--- src/rtl/clk_period_meter.sv ---
// Measures period and high time of a slow asynchronous clock in I_CLK cycles.
// Optional glitch filter on the synchronised level: define CLK_METER_GLITCH_FILTER_EN.
`timescale 1ns / 1ps
module clk_period_meter #(
    parameter int CNT_W   = 28,
    parameter int TIMEOUT = 100000000
) (
    input  logic             I_CLK,
    input  logic             Rst,
    input  logic             I_SIG,
    output logic [CNT_W-1:0] O_PERIOD,
    output logic [CNT_W-1:0] O_HIGH,
    output logic             O_VALID,
    output logic             O_STUCK
);
    localparam logic [0:0]       IDLE     = 1'b0;
    localparam logic [0:0]       MEAS     = 1'b1;
    localparam logic [CNT_W-1:0] CNT_MAX  = {CNT_W{1'b1}};
    localparam logic [CNT_W-1:0] CNT_ONE  = CNT_W'(1);
    localparam logic [CNT_W-1:0] CNT_LAST = CNT_W'(TIMEOUT - 1);

    logic             s1_q, s2_q, s3_q;
    logic             lvl;
    logic             rise, fall;
    logic [CNT_W-1:0] cnt_q, cnt_d, cnt_inc;
    logic [CNT_W-1:0] hreg_q, hreg_d;
    logic [CNT_W-1:0] period_q, period_d;
    logic [CNT_W-1:0] high_q, high_d;
    logic             valid_q, valid_d;
    logic             stuck_q, stuck_d;
    logic [0:0]       state_q, state_d;

    // NOTE: sequential state uses non-blocking assignments so every register samples pre-edge values.
    always_ff @(posedge I_CLK) begin
        if (Rst) begin
            s1_q <= 1'b0;
            s2_q <= 1'b0;
            s3_q <= 1'b0;
        end else begin
            s1_q <= I_SIG;
            s2_q <= s1_q;
            s3_q <= lvl;
        end
    end

`ifdef CLK_METER_GLITCH_FILTER_EN
    logic       filt_q, filt_d;
    logic [1:0] run_q, run_d;

    // s1 already holds the next s2 sample, so the fourth differing cycle is known one edge early.
    always_comb begin
        filt_d = filt_q;
        run_d  = 2'd0;
        if (s2_q != filt_q) begin
            if (run_q == 2'd2) begin
                if (s1_q != filt_q) filt_d = s2_q;
            end else begin
                run_d = run_q + 2'd1;
            end
        end
    end

    always_ff @(posedge I_CLK) begin
        if (Rst) begin
            filt_q <= 1'b0;
            run_q  <= 2'd0;
        end else begin
            filt_q <= filt_d;
            run_q  <= run_d;
        end
    end

    assign lvl = filt_q;
`else
    assign lvl = s2_q;
`endif

    assign rise    = lvl & ~s3_q;
    assign fall    = ~lvl & s3_q;
    assign cnt_inc = (cnt_q == CNT_MAX) ? cnt_q : cnt_q + CNT_ONE;

    // NOTE: every output of this block gets a default first, so no latch is inferred.
    always_comb begin
        cnt_d    = cnt_inc;
        hreg_d   = hreg_q;
        period_d = period_q;
        high_d   = high_q;
        valid_d  = 1'b0;
        stuck_d  = stuck_q;
        state_d  = state_q;
        if (fall) hreg_d = cnt_inc;
        // A rise always beats a simultaneous timeout.
        if (rise) begin
            cnt_d   = '0;
            stuck_d = 1'b0;
            state_d = MEAS;
            if (state_q == MEAS) begin
                period_d = cnt_inc;
                high_d   = hreg_q;
                valid_d  = 1'b1;
            end
        end else if (cnt_q == CNT_LAST) begin
            cnt_d   = '0;
            stuck_d = 1'b1;
            state_d = IDLE;
        end
    end

    always_ff @(posedge I_CLK) begin
        if (Rst) begin
            cnt_q    <= '0;
            hreg_q   <= '0;
            period_q <= '0;
            high_q   <= '0;
            valid_q  <= 1'b0;
            stuck_q  <= 1'b0;
            state_q  <= IDLE;
        end else begin
            cnt_q    <= cnt_d;
            hreg_q   <= hreg_d;
            period_q <= period_d;
            high_q   <= high_d;
            valid_q  <= valid_d;
            stuck_q  <= stuck_d;
            state_q  <= state_d;
        end
    end

    assign O_PERIOD = period_q;
    assign O_HIGH   = high_q;
    assign O_VALID  = valid_q;
    assign O_STUCK  = stuck_q;
endmodule

--- config.mk ---
export PLATFORM = sky130hd
export DESIGN_NAME = clk_period_meter
export DESIGN_NICKNAME = d
export VERILOG_FILES = /design/src/rtl/clk_period_meter.sv
export SDC_FILE = /design/constraint.sdc
export NUM_CORES = 1
export LEC_CHECK = 0
export BUFFER_PORTS_ARGS = -buffer_cell sky130_fd_sc_hd__buf_2
export CAP_MARGIN = 10
export CORE_MARGIN = 3
export CORE_UTILIZATION = 40
export CTS_CLUSTER_DIAMETER = 120
export DETAILED_ROUTE_END_ITERATION = 8
export PLACE_DENSITY = 0.63
export SKIP_CTS_REPAIR_TIMING = 1
export SLEW_MARGIN = 20
export SYNTH_ARGS = -nofsm -noshare
export SYNTH_HDL_FRONTEND = slang
export SYNTH_SLANG_ARGS = --single-unit
--- constraint.sdc ---
create_clock -name I_CLK -period 2.4 [get_ports I_CLK]
set_clock_uncertainty 0.05 [all_clocks]
set_input_delay 0.48 -clock I_CLK [delete_from_list [all_inputs] [get_ports I_CLK]]
set_output_delay 0.48 -clock I_CLK [all_outputs]
set_load 0.05 [all_outputs]
==> flow_summary_export.csv, run 1 <==
group,metric,value,unit
sta,max_freq,447.6,MHz
yosys,async_reset_ff_share,0,%
yosys,syn_inst,509,
cells_and_area,num_antenna_cells,0,
sta,slew_headroom,64.79,%
clock_tree,cts.path.max_buffers,2,
global_routing,globalRouteTotalUtil,18.25,%
die,rows,38,
routing,first_pass_iters,5,
setup_path,start_kind,"register",
sta,maxSlewViolCount,0,
sta,worstMarginPinSlew,0.5241,ns
sta,period_needed,2.234,ns
clock_tree,h-tree-depth,4,
die,core_area,11030,um2
setup_path,r2r_end,"O_PERIOD[10]$_SDFFE_PP0P_",
placement,gp_congestion,0.8950,
run_status,run_status,"finished, final reports clean",
routing,drc_errors,0,
cells_and_area,fin_nets,568,
die,initial_core_util,41.64,%
hold_path,hp-class,"in2reg",
yosys,synth_flop_cell,"dfxtp_1",
cells_and_area,most-common-layout-cells,"dfxtp_1, nor2_1, nand2_1",
routing,ant_nets,0,
routing,routed_wl,11140,um
setup_path,ff2ff_path_depth,7,
clock_tree,numCtsBuffers,17,
placement,io_buffers,60,
setup_path,r2r_slack,0.17,ns
routing,wl_per_cell,15.56,um
hold_path,hold_end,"s1_q$_SDFF_PP0_",
die,fp.dieW,113.2,um
placement,hpwl,7495,um
cells_and_area,fillers,1030,
setup_path,crit_arrival,2.50,ns
clock_tree,tritoncts,"done",
routing,first_iter_violations,277,
yosys,synthesis.area,4593,um2
clock_tree,clock_sinks,118,
hold_path,whs_path_depth,2,
yosys,syn_avg_cell_area,9.024,um2
clock_tree,clockRootBuffer,"clkbuf_16",
sta,finalHoldViolations,0,
cells_and_area,drive_gt1_share,20.66,%
job,cap_violations,0,
global_routing,antenna_found_initial,0,
die,pin_count,61,
global_routing,grt_max_degree,83,
setup_path,crit_type,"reg2reg",
routing,via_per_inst,5.434,
hold_path,holdCritStartpoint,"I_SIG",
sta,fin_crit_sh,93.09,%
yosys,synth_fp_nets,513,
yosys,synthDistinctLibCells,52,
power_and_ir_drop,leakage,2.060,nW
cells_and_area,stdcell_area,5607,um2
sta,finalSetupViolCount,0,
yosys,ys_ff_latch,118,
yosys,synth_edf_count,0,
placement,placed_area,4994,um2
die,dieArea,12810,um2
cells_and_area,area_delta_synth_final,22.06,%
setup_path,worst-path-max-fanout,14,
setup_path,endpoint_kind,"register",
sta,rsz0062_at_grt,"false",
sta,tns,0,ns
die,die_h,113.2,um
global_routing,grt_first_pass_wirelength,18860,um
power_and_ir_drop,vdd_drop_max,452.7,uV
setup_path,rr_startpoint,"cnt_q[0]$_SDFF_PP0_",
power_and_ir_drop,powerDensity,850.7,nW/um2
clock_tree,clk_pin_slew_worst_paths,0.05,ns
yosys,yosysSeqAreaShare,51.43,%
yosys,yosysWarnings,0,
routing,vias,3891,
clock_tree,clock_latency,0.41,ns
global_routing,grt_overflow,0,
global_routing,grt_pass1_vias,3720,
setup_path,worstPathRequired,2.66,ns
cells_and_area,layout_commonest_cell,"dfxtp_1",
-- final cells by class --
class                      count  area (um2)  area share [%]
clock inverter                10       152.6           2.723
tap                          140       175.2           3.124
timing repair buffer          71       420.4           7.498
clock buffer                  21       460.4           8.212
multi-input combinational    354        2028           36.18
sequential                   118        2362           42.13
inverter                       2       7.507          0.1339
-- registers in the layout, summed over array words and instances (netlist names) --
signal    flops
lvl           1
s3_q          1
state_q       1
O_VALID       1
O_HIGH       28
O_PERIOD     28
hreg_q       28
O_STUCK       1
cnt_q        28
s1_q          1
-- cells in the mapped netlist, types with 4 or more instances --
cell	instances	area, um2
a21oi_1	45	225.2
clkbuf_1	20	75.07
nor2_1	71	266.5
dfxtp_1	118	2362
nor2b_1	5	31.28
o31ai_1	4	30.03
a31oi_1	5	31.28
buf_1	4	15.01
or3_1	7	43.79
nand3b_1	6	45.04
nand4_1	10	62.56
o41ai_1	4	35.03
nor4_1	4	25.02
xnor2_1	9	78.83
nand3_1	10	50.05
and3_1	4	25.02
a211oi_1	30	225.2
and3_2	4	30.03
a311oi_1	22	192.7
nor3_1	7	35.03
xor2_1	5	43.79
nand2_1	69	259.0
-- routing by layer --
layer / GRT usage (%) / routed length (um)
met5: 0 / 0
met4: 7.212 / 145
met3: 4.278 / 557
met2: 29.11 / 5284
met1: 23.95 / 5152
-- worst max path at each step --
stage / from / end / slack, ns / cells past startpoint
2_1_floorplan: cnt_q[0]$_SDFF_PP0_ / hreg_q[16]$_SDFFE_PP0P_ / 0.43 / 6
3_3_place_gp: cnt_q[0]$_SDFF_PP0_ / hreg_q[10]$_SDFFE_PP0P_ / 0.27 / 7
3_5_place_dp: cnt_q[0]$_SDFF_PP0_ / O_PERIOD[10]$_SDFFE_PP0P_ / 0.21 / 7
4_1_cts: cnt_q[0]$_SDFF_PP0_ / O_PERIOD[10]$_SDFFE_PP0P_ / 0.17 / 7
5_1_grt: cnt_q[0]$_SDFF_PP0_ / O_PERIOD[10]$_SDFFE_PP0P_ / 0.06 / 7
6_report: cnt_q[0]$_SDFF_PP0_ / O_PERIOD[10]$_SDFFE_PP0P_ / 0.17 / 7
-- per-stage QoR --
stage                     cells  hold slack [ns]  util [%]  power, mW  setup WS [ns]
after global routing        716           0.2887     50.83      4.919        0.06424
after floorplan             509           0.3638         -      2.148         0.4300
final                       716           0.2564     50.83      4.770         0.1658
after CTS                   716           0.2544     50.83      4.810         0.1745
after detailed placement    685           0.3896     45.27      2.181         0.2119
after global placement      685           0.3902     45.27      2.178         0.2728
-- report_power, final --
| group | switching (mW) | total [mW] | leakage (nW) | internal, mW |
|---|---|---|---|---|
| sequential | 0.0170 | 2.01 | 0.953 | 1.99 |
| clock | 0.857 | 2.63 | 0.302 | 1.77 |
| combinational | 0.0928 | 0.133 | 0.804 | 0.0400 |
| total | 0.967 | 4.77 | 2.06 | 3.80 |
-- worst max-delay path, stage by stage, from the launching register on --
cell	delay (ns)
dfxtp_1	0.33
ha_1	0.24
and3_2	0.22
nand4_2	0.16
nor3_4	0.07
buf_4	0.18
or4_2	0.58
a311oi_1	0.29
-- logic make-up (layout without fill, tap and decap cells) --
group | Yosys count | after routing | synth area share (%)
compound gates | 124 | 124 | 18.28
buf+inv | 37 | 104 | 4.495
simple gates | 214 | 214 | 22.64
xor+xnor | 14 | 14 | 2.670
fa+ha+maj | 1 | 1 | 0.2724
flops | 118 | 118 | 51.43
mux | 1 | 1 | 0.2179
No activity file was read; power rests on OpenSTA's default activity.
==> inputs of run 2 (changes only) <==
--- a/config.mk
+++ b/config.mk
@@ -5,13 +5,14 @@
 export SDC_FILE = /design/constraint.sdc
 export NUM_CORES = 1
 export LEC_CHECK = 0
+export ABC_AREA = 1
 export BUFFER_PORTS_ARGS = -buffer_cell sky130_fd_sc_hd__buf_2
 export CAP_MARGIN = 10
 export CORE_MARGIN = 3
 export CORE_UTILIZATION = 40
 export CTS_CLUSTER_DIAMETER = 120
 export DETAILED_ROUTE_END_ITERATION = 8
-export PLACE_DENSITY = 0.63
+export PLACE_DENSITY = 0.62
 export SKIP_CTS_REPAIR_TIMING = 1
 export SLEW_MARGIN = 20
 export SYNTH_ARGS = -nofsm -noshare
==> flow_summary_export.csv, run 2 <==
group,metric,value,unit
cells_and_area,fin_cells,965,
setup_path,worstPathRequired,2.71,ns
yosys,synth_top_family_by_area,"simple AND/OR/NAND/NOR gates",
yosys,async_reset_ff_share,0,%
cells_and_area,drive_gt1_share,14.18,%
global_routing,antenna_found_initial,0,
routing,ant_nets,0,
yosys,synth_fa_ha_area_share,0.2467,%
global_routing,grt_first_pass_wirelength,22600,um
setup_path,crit_arrival,2.46,ns
routing,first_iter_violations,295,
die,core_area,12210,um2
clock_tree,tritoncts,"done",
routing,first_pass_iters,4,
clock_tree,cts.path.max_buffers,2,
clock_tree,numCtsBuffers,17,
sta,worst_slack,0.2426,ns
yosys,synth_xor_area_share,1.209,%
placement,pre_cts_slack,0.2773,ns
sta,fin_crit_sh,89.89,%
routing,wl_per_cell,13.84,um
yosys,yosysSeqAreaShare,46.57,%
placement,dp.cells,933,
global_routing,grt_overflow,0,
placement,gp_congestion,0.9042,
cells_and_area,multi_input_area,2196,um2
die,die_h,118.6,um
yosys,syn_inst,724,
yosys,synth-compound-area-share,11.59,%
routing,drc_errors,0,
routing,routed_wl,13350,um
cells_and_area,fillers,1305,
setup_path,crit_type,"reg2reg",
die,rows,40,
hold_path,whs_path_depth,3,
die,dieArea,14070,um2
routing,via_per_inst,4.782,
setup_path,ff2ff_path_depth,11,
cells_and_area,most-common-layout-cells,"nand2_1, dfxtp_1, nor2_1",
clock_tree,clock_latency,0.41,ns
hold_path,hold_end,"s1_q$_SDFF_PP0_",
clock_tree,h-tree-depth,4,
sta,maxSlewViolCount,0,
sta,finalSetupViolCount,0,
yosys,synthesis.area,5072,um2
yosys,synth_flop_cell,"dfxtp_1",
yosys,synth_top_area_cell,"dfxtp_1",
setup_path,start_kind,"register",
cells_and_area,postLayoutCoreUtil,49.78,%
yosys,synthTopCellsByArea,"dfxtp_1, nand2_1, nor2_1, inv_1, a21oi_1",
yosys,synth_common_cells,"nand2_1, dfxtp_1, nor2_1",
global_routing,grt_pass1_vias,4530,
clock_tree,clk_pin_slew_worst_paths,0.05,ns
hold_path,holdCritStartpoint,"I_SIG",
power_and_ir_drop,leakage,2.847,nW
yosys,yosysWarnings,0,
yosys,synth_fp_nets,728,
setup_path,endpoint_kind,"register",
sta,period_needed,2.157,ns
clock_tree,clock_sinks,118,
sta,tns,0,ns
global_routing,grt_max_degree,43,
sta,rsz0062_at_grt,"false",
setup_path,r2r_end,"O_PERIOD[1]$_SDFFE_PP0P_",
yosys,syn_avg_cell_area,7.006,um2
job,cap_violations,0,
die,pin_count,61,
yosys,synthDistinctLibCells,28,
yosys,synth_most_common_cell,"nand2_1",
setup_path,r2r_slack,0.24,ns
yosys,ys_ff_latch,118,
placement,hpwl,9731,um
hold_path,hp-class,"in2reg",
sta,finalHoldViolations,0,
sta,slew_headroom,63.62,%
setup_path,rr_startpoint,"cnt_q[0]$_SDFF_PP0_",
die,initial_core_util,41.54,%
run_status,run_status,"finished, final reports clean",
sta,worstMarginPinSlew,0.5443,ns
die,fp.dieW,118.6,um
cells_and_area,layout_commonest_cell,"nand2_1",
placement,io_buffers,60,
yosys,synth_top_area_share,46.57,%
placement,placed_area,5519,um2
routing,vias,4615,
global_routing,globalRouteTotalUtil,20.05,%
yosys,synth.area.mux_share,0,%
cells_and_area,num_antenna_cells,0,
cells_and_area,fin_nets,788,
power_and_ir_drop,vdd_drop_max,612.0,uV
yosys,synth_edf_count,0,
yosys,synth-simple-area-share,30.24,%
sta,max_freq,463.5,MHz
power_and_ir_drop,powerDensity,740.2,nW/um2
clock_tree,clockRootBuffer,"clkbuf_16",
cells_and_area,stdcell_area,6080,um2
cells_and_area,area_delta_synth_final,19.86,%
setup_path,worst-path-max-fanout,28,
cells_and_area,regArea,2362,um2
run 2: stage by stage:
stage          hold slack (ns)  total power, mW
6_report                0.2319            4.500
3_3_place_gp            0.3489            2.201
3_5_place_dp            0.3474            2.204
2_1_floorplan           0.3383            2.163
4_1_cts                 0.2163            4.541
5_1_grt                 0.2211            4.657
run 2: worst max-delay path by stage:
| stage | endpoint | from | cells after the start | slack [ns] |
|---|---|---|---|---|
| after floorplan | cnt_q[16]$_SDFF_PP0_ | cnt_q[0]$_SDFF_PP0_ | 11 | 0.72 |
| after global placement | O_PERIOD[0]$_SDFFE_PP0P_ | cnt_q[0]$_SDFF_PP0_ | 11 | 0.37 |
| after detailed placement | O_PERIOD[1]$_SDFFE_PP0P_ | cnt_q[0]$_SDFF_PP0_ | 11 | 0.28 |
| after CTS | O_PERIOD[1]$_SDFFE_PP0P_ | cnt_q[0]$_SDFF_PP0_ | 11 | 0.25 |
| after global routing | hreg_q[1]$_SDFFE_PP0P_ | cnt_q[0]$_SDFF_PP0_ | 11 | 0.01 |
| final | O_PERIOD[1]$_SDFFE_PP0P_ | cnt_q[0]$_SDFF_PP0_ | 11 | 0.24 |
run 2: cell families (layout without fill, tap and decap cells):
| group | count (synthesis) | in the layout |
|---|---|---|
| DFF | 118 | 118 |
| xor gates and xnor gates | 7 | 7 |
| AOI/OAI and AO/OA | 106 | 106 |
| adders and majority gates | 1 | 1 |
| buffers and inverters | 126 | 199 |
| and+or+nand+nor | 366 | 366 |
run 2: power by group:
group	leakage, nW	switching [mW]	internal [mW]	total [mW]
sequential	0.954	0.0193	1.99	2.01
combinational	1.63	0.112	0.0413	0.153
clock	0.269	0.856	1.48	2.34
total	2.85	0.987	3.51	4.50
run 2: routing by layer:
metal / global-route usage [%] / vias up / routed length (um)
met5: 0 / - / 0
met4: 5.938 / 0 / 186
met3: 5.455 / 14 / 675
met2: 33.75 / 111 / 6393
met1: 25.10 / 2095 / 6097
li1: - / 2395 / -
run 2: critical path, cell delays in order (launching register included):
cell and delay, ns:
dfxtp_1 0.43, ha_1 0.22, inv_2 0.05, nor2_4 0.15
nand2_4 0.10, nor2_4 0.14, nand2_2 0.31, inv_1 0.31
nand2_1 0.13, nand3_1 0.09, nand2_1 0.05, inv_1 0.04
run 2: cell type report:
class,instances,area share (%)
clock buffer,26,8.541
clock inverter,6,0.6792
inverter,94,5.804
multi-input combinational,480,36.12
sequential,118,38.86
tap,168,3.458
timing repair buffer,73,6.545
